===== src/rtl/mux4_rr_arbiter_pkg.sv =====
// Shared definitions for the round-robin arbiter around the 3-bit 4:1 mux.
// Includes the state encoding and the rotating-priority pick function.
package mux_arb_pkg;

   localparam int N_REQ = 4;
   localparam int DW    = 3;

   typedef enum logic {
      ST_IDLE = 1'b0,
      ST_BUSY = 1'b1
   } state_t;

   // Returns {found, idx}: the first set request at or after ptr, wrapping mod 4.
   // The loop runs from the farthest offset down, so the nearest offset wins.
   function automatic logic [2:0] rr_pick(input logic [N_REQ-1:0] req, input logic [1:0] ptr);
      logic [1:0] idx;
      logic [2:0] res;
      res = 3'b000;
      for (int i = N_REQ - 1; i >= 0; i--) begin
         idx = ptr + 2'(i);
         if (req[idx]) res = {1'b1, idx};
      end
      return res;
   endfunction

endpackage


===== src/rtl/mux4_rr_arbiter_mux4_1.sv =====
// Plain 3-bit 4:1 data multiplexer shared among the arbiter's requesters.
module mux4_1
   import mux_arb_pkg::*;
(
   input  logic [1:0]    s,
   input  logic [DW-1:0] a,
   input  logic [DW-1:0] b,
   input  logic [DW-1:0] c,
   input  logic [DW-1:0] d,
   output logic [DW-1:0] y
);

   always_comb begin
      y = a;
      case (s)
         2'd0: y = a;
         2'd1: y = b;
         2'd2: y = c;
         2'd3: y = d;
         default: y = a;
      endcase
   end

endmodule


===== src/rtl/mux4_rr_arbiter.sv =====
// Round-robin arbiter owning the select of a shared 4:1 mux, with a bounded
// grant length and a one-cycle preempt pulse when a grant is cut short.
module mux4_rr_arbiter
   import mux_arb_pkg::*;
#(
   parameter int HOLD_MAX = 8,
   parameter int CNT_W    = 4
) (
   input  logic             clk,
   input  logic             rst,
   input  logic [N_REQ-1:0] req,
   input  logic [DW-1:0]    a,
   input  logic [DW-1:0]    b,
   input  logic [DW-1:0]    c,
   input  logic [DW-1:0]    d,
   output logic [N_REQ-1:0] gnt,
   output logic [1:0]       s,
   output logic             valid,
   output logic [DW-1:0]    y,
   output logic             preempt
);

   state_t           state, state_n;
   logic [1:0]       ptr, ptr_n;
   logic [1:0]       s_n;
   logic [CNT_W-1:0] cnt, cnt_n;
   logic             expire;
   logic [2:0]       pick;
   logic [N_REQ-1:0] gnt_n;
   logic             valid_n;
   logic             preempt_n;

   always_ff @(posedge clk) begin
      if (rst) begin
         state   <= ST_IDLE;
         ptr     <= 2'd0;
         s       <= 2'd0;
         cnt     <= '0;
         gnt     <= '0;
         valid   <= 1'b0;
         preempt <= 1'b0;
      end else begin
         state   <= state_n;
         ptr     <= ptr_n;
         s       <= s_n;
         cnt     <= cnt_n;
         gnt     <= gnt_n;
         valid   <= valid_n;
         preempt <= preempt_n;
      end
   end

   // Any release, voluntary or forced, passes through IDLE and advances ptr past the owner.
   always_comb begin
      state_n = state;
      ptr_n   = ptr;
      s_n     = s;
      cnt_n   = cnt;
      expire  = 1'b0;
      pick    = rr_pick(req, ptr);
      case (state)
         ST_IDLE: begin
            if (pick[2]) begin
               state_n = ST_BUSY;
               s_n     = pick[1:0];
               cnt_n   = CNT_W'(1);
            end
         end
         ST_BUSY: begin
            if (!req[s] || cnt == CNT_W'(HOLD_MAX)) begin
               state_n = ST_IDLE;
               ptr_n   = s + 2'd1;
               cnt_n   = '0;
               expire  = req[s];
            end else begin
               cnt_n = cnt + CNT_W'(1);
            end
         end
         default: state_n = ST_IDLE;
      endcase
   end

   always_comb begin
      gnt_n     = '0;
      valid_n   = (state_n == ST_BUSY);
      preempt_n = expire;
      if (state_n == ST_BUSY) gnt_n[s_n] = 1'b1;
   end

   mux4_1 u_mux (
      .s (s),
      .a (a),
      .b (b),
      .c (c),
      .d (d),
      .y (y)
   );

endmodule


===== config.mk =====
export PLATFORM = sky130hd
export DESIGN_NAME = mux4_rr_arbiter
export DESIGN_NICKNAME = d
export VERILOG_FILES = /design/src/rtl/mux4_rr_arbiter_pkg.sv /design/src/rtl/mux4_rr_arbiter_mux4_1.sv /design/src/rtl/mux4_rr_arbiter.sv
export SDC_FILE = /design/constraint.sdc
export NUM_CORES = 1
export LEC_CHECK = 0
export BUFFER_PORTS_ARGS = -buffer_cell sky130_fd_sc_hd__clkbuf_2
export CAP_MARGIN = 10
export CORE_MARGIN = 1
export CORE_UTILIZATION = 47
export DETAILED_ROUTE_END_ITERATION = 10
export GPL_TIMING_DRIVEN = 0
export PLACE_DENSITY_LB_ADDON = 0.15
export SLEW_MARGIN = 20
export SYNTH_ARGS = -nofsm -noshare
export SYNTH_HDL_FRONTEND = slang
export SYNTH_SLANG_ARGS = --single-unit

===== constraint.sdc =====
create_clock -name clk -period 2.4 [get_ports clk]
set_input_delay 0.36 -clock clk [delete_from_list [all_inputs] [get_ports clk]]
set_output_delay 0.36 -clock clk [all_outputs]
set_load 0.02 [all_outputs]

-- Yosys cells after proc, flatten, opt, wreduce, memory -nomap -nowiden
Index checks and enable logic that the tools add are counted.
Widths: inputs -> output; s select.
- register bits: 14
- input port bits: 18
- word-level logic and storage cells: 58
- add/subtract/negate cells: 5
- magnitude comparators: 7
- equality and inequality tests: 5
- multiplexer cells: 25
- bitwise logic cells: 3
- reduce and logical (&&, ||, !) cells: 7
- operators by type and width (operator ; count):
    $lt 2x3->1 const B ; 6
    $mux 3 ; 4
    $pmux 3 s4 ; 1
    $bmux 1 s2 ; 5
    $mux 1 ; 8
    $mux 4 ; 2
    $pmux 4 s2 ; 1
    $add 2x1->2 const B ; 2
    $add 2x2->2 const B ; 2
    $add 4x1->4 const B ; 1
    $eq 2x2->1 const B ; 2
    $eq 4x4->1 const B ; 1
    $mux 2 ; 2
    $not 1->1 ; 3
    $reduce_or 3->1 ; 1
    $demux 1 s2 ; 1
    $eq 2x1->1 const B ; 1
    $ge 2x1->1 const B ; 1
    $logic_not 2->1 ; 1
    $ne 2x2->1 const B ; 1
    $pmux 1 s2 ; 1
    $reduce_and 2->1 ; 1
    $reduce_or 2->1 ; 1
    $logic_and 1x1->1 ; 1
    2 further kinds ; 2

-- Depth between registers and ports, before layout
- word-level depth: 13
- mapped depth: 6
- depth with buffers taken out: 6

-- By module
Synthesis repeated with hierarchy kept, for this count alone.
- cell total of the unflattened synthesis: 78
- area, all modules: 745.7 um^2
- by module, submodules not included (module ; instances ; cells each ; area an instance (um^2) ; seq. area each (um^2)):
    mux4_rr_arbiter ; 1 ; 75 ; 666.9 ; 280.3
    mux4_1 ; 1 ; 3 ; 78.8 ; 0.0

-- Worst setup path before layout
OpenSTA, ideal clock, no wires.
- path kind: register to register
- start: register s[1]
- end: register gnt[0]
- arrival: 1.723 ns
- required time: 2.283 ns
- path slack: 0.559 ns
- stages on the path, launching flop included: 5
- path buffers: 0
- period minus slack after synthesis: 1.841 ns
- cell sequence: dfxtp_1 > mux4_2 > a21boi_2 > or3_4 > and4bb_2
- cells in the longest elaborated chain, start to end: 8
- elaborated cells between the ends (all ways): 15
- classes of those cells: order compare: 2; mux: 8; bitwise: 1; reduce/logical: 4
- ends and longest elaborated chain (what ; line ; RTL):
    from (decl) ; mux4_rr_arbiter.sv:17 ; output logic [1:0] s,
    from (signal assigned) ; mux4_rr_arbiter.sv:45 ; s <= s_n;
    $bmux 1 s2 ; mux4_rr_arbiter.sv:70 ; if (!req[s] || cnt == CNT_W'(HOLD_MAX)) begin
    $mux 1 (not written as such) ; mux4_rr_arbiter.sv:70 ;
    $logic_not 1->1 ; mux4_rr_arbiter.sv:70 ;
    $logic_or 1x1->1 ; mux4_rr_arbiter.sv:70 ;
    $mux 1 ; mux4_rr_arbiter.sv:70 ;
    $pmux 1 s2 ; mux4_rr_arbiter.sv:61 ; case (state)
    $not 1->1 (no source line) ; n/a ;
    $reduce_or 2->1 (no source line) ; n/a ;
    to (signal assigned) ; mux4_rr_arbiter.sv:47 ; gnt <= gnt_n;
    to (decl) ; mux4_rr_arbiter.sv:16 ; output logic [N_REQ-1:0] gnt,
Parallel ways exist; a longest one is shown, timed or not. The select of a mux whose other input is x is not followed.
A chain may end at the register's enable or synchronous reset.

-- Final worst setup path
- start: register s[0]
- end: output port y[0]
- cells in the longest elaborated chain, start to end: 2
- elaborated cells between the ends (all ways): 5
- classes of those cells: eq/ne: 3; mux: 1; reduce/logical: 1
- ends and longest elaborated chain (what ; line ; RTL):
    $eq 2x2->1 (tied with other cells) ; mux4_rr_arbiter_mux4_1.sv:15 ; case (s)
    $pmux 3 s4 (*) ; mux4_rr_arbiter_mux4_1.sv:15 ;
    to (decl) ; mux4_rr_arbiter.sv:19 ; output logic [DW-1:0] y,
Mark *: on every way between the ends. The rest lies on a longest branch, timed or not.

==> results by group <==
Clock network
  • Root Buffer Master: clkbuf_4
  • CTS tree: done
  • H-tree depth: 1
  • # hold bufs at CTS: 0
  • Reg clk slew, reported paths: 0.09 ns
  • Clk buf depth: 2
  • Worst-skew pair later-pin latency: 0.28 ns
  • CTS Buf Count: 3
  • Post-CTS sizing: 0
  • TritonCTS Sinks: 14
  • Postcts setup bufs: 0

Setup path
  • Crit-path max FO: 8
  • Critical Path AT: 1.79 ns
  • Worst EP required: 2.04 ns
  • Setup Crit Path Kind: reg2out
  • CP Capture Type: output pin
  • Setup crit start kind: register

Timing
  • Slew at the pin with the worst max-slew slack: 0.497 ns
  • Min Tclk post-route: 2.15 ns
  • Pins Over Slew Limit: 0
  • Peak Freq: 0.465 GHz
  • Final Hold Viols: 0
  • Skew final: 0.00247 ns
  • Final period util: 0.896
  • Setup violators final: 0
  • RSZ-0062 raised after global routing: false
  • TNS Setup: 0 ns
  • Relative slew slack: 0.666

Logic synthesis
  • Synth unique cells: 35
  • Leading register cell type out of synthesis: dfxtp_1
  • Register area share after synthesis: 0.345
  • Cells after Synth: 86
  • Mapped Nets: 110
  • Syn avg cell area: 9.44 sq um
  • #FFs+latches synth: 14
  • Post-synth EDFFs: 0
  • Ys Warns: 0
  • Synthesized cell area: 812 sq um
  • Post-synth ARST share: 0

Global routing
  • Busiest grt layer: met2
  • Overall routing resource usage: 0.187
  • First-pass GRT wire length: 2.66 mm
  • GR met3 Demand/Resource: 0.0292
  • Routing usage on met1: 0.218
  • Met2 usage: 0.337
  • Initial antenna violation count: 0
  • Largest net degree at the start of global routing: 11
  • Vias in the first global route: 653
  • Congestion Overflow GR: 0

Final layout
  • Ant diodes: 0
  • Synth-to-Final Area Change: 23.6%
  • Share of layout cells above drive strength 1: 0.342
  • Finished Layout Cells: 133
  • Nets: 142

Die
  • DIE AREA: 0.00190 sq mm
  • Core Region: 0.00156 sq mm
  • Die height: 43.6 um
  • Ports: 29
  • # rows: 14
  • Initial core utilization: 0.521
  • Die W: 43.6 um

Power
  • Leak: 0.458 nW
  • Pwr/cell area: 561 mW/mm^2
  • Maximum VDD drop: 0.388 mV

Routing
  • Post-DRT Antenna Nets: 0
  • Drt first pass iters: 7
  • WL/cell: 12.7 um
  • Starting DRT DRC Count: 37
  • Detailed-route via count: 766
  • DRC viols: 8
  • WL final: 1.69 mm
  • Vias per cell: 5.76

Outcome
  • Failing checks: design-rule violations
  • Status: complete, but fails checks

Placed design
  • IO Port Bufs: 27
  • Dpl hpwl: 1.28 mm
  • Post-Place Cells: 129
  • Placer Congestion: 0.852

Job
  • # Max-Cap Violations: 0

Hold path
  • Hold WC Path Type: in2reg
## cells by family (layout without fill, tap and decap cells)
kind of cell	after synthesis	after routing	synth area share
DFF	14	14	0.345
and+or+nand+nor	26	26	0.206
AOI/OAI and AO/OA	24	24	0.219
adders and majority gates	6	6	0.0924
buffers and inverters	10	41	0.0462
muxes	6	6	0.0909
## where the power goes
part,switching [W],internal (W)
combinational,0.0000728,0.0000595
sequential,0.0000151,0.000247
clock,0.0000765,0.0000922
## placed cells by master (no fill, tap or decap), types with 2 or more instances in the layout
master	instances
a211oi_1	3
a21o_1	3
a21oi_1	7
a222oi_1	3
clkbuf_2	27
clkbuf_4	3
dfxtp_1	14
ha_1	6
inv_1	9
mux2i_1	4
nand2_1	6
nand2b_1	2
nand3b_1	3
nor2_1	3
## flip-flops by register name (all words and copies together), names as in the netlist
name / count
preempt: 1
ptr: 2
cnt: 4
state: 1
gnt: 4
s: 2
## critical path, stage by stage, from the launching register on
cell and delay, ns:
dfxtp_1 0.50, inv_1 0.11, ha_1 0.24, a222oi_1 0.36, mux2i_1 0.13, clkbuf_2 0.17
## path summary, 6_finish.rpt
kind                            cells after the start                  end           startpoint  slack (ns)
worst min register to register                      2  cnt[3]$_SDFFE_PP0P_  cnt[3]$_SDFFE_PP0P_        0.49
worst max-delay path                                5                 y[0]      s[0]$_SDFF_PP0_        0.25
worst max register to register                      4    gnt[0]$_SDFF_PP0_      s[1]$_SDFF_PP0_        0.51
worst min-delay path                                2  ptr[1]$_SDFFE_PP0N_                  rst        0.47
## cells in the mapped netlist (all sizes together), types with 2 or more instances
master / count / area, sq um
a211oi: 3 / 22.5
a21boi: 2 / 18.8
a21o: 3 / 22.5
a21oi: 7 / 35.0
a222oi: 3 / 30.0
and3b: 2 / 18.8
dfxtp: 14 / 280
ha: 6 / 75.1
inv: 9 / 33.8
mux2i: 4 / 40.0
nand2: 6 / 22.5
nand2b: 2 / 12.5
nand3b: 3 / 22.5
nor2: 3 / 11.3
## through the flow
stage	cell area (sq um)	util	power, W	hold slack, ns	worst slack (ns)
6_report	1000	0.644	0.000563	0.473	0.249
2_1_floorplan	812	-	0.000352	0.458	0.559
3_3_place_gp	967	0.620	0.000395	0.476	0.469
5_1_grt	1000	0.644	0.000592	0.485	0.0750
4_1_cts	1000	0.644	0.000568	0.481	0.225
3_5_place_dp	967	0.620	0.000399	0.484	0.503
## layout make-up
class / count / area, sq um
timing repair buffer: 27 / 135
buffer: 1 / 3.75
sequential: 14 / 280
inverter: 9 / 33.8
tap: 16 / 20.0
clock buffer: 4 / 36.3
multi-input combinational: 62 / 494
fill: 128 / 556
## layer usage
layer / routed length [um] / share of wire / vias up
li1: - / - / 384
met1: 768 / 0.45 / 350
met2: 809 / 0.48 / 28
met3: 96 / 0.057 / 4
met4: 19 / 0.011 / 0
met5: 0 / 0 / -
(Power assumes the default switching activity.)
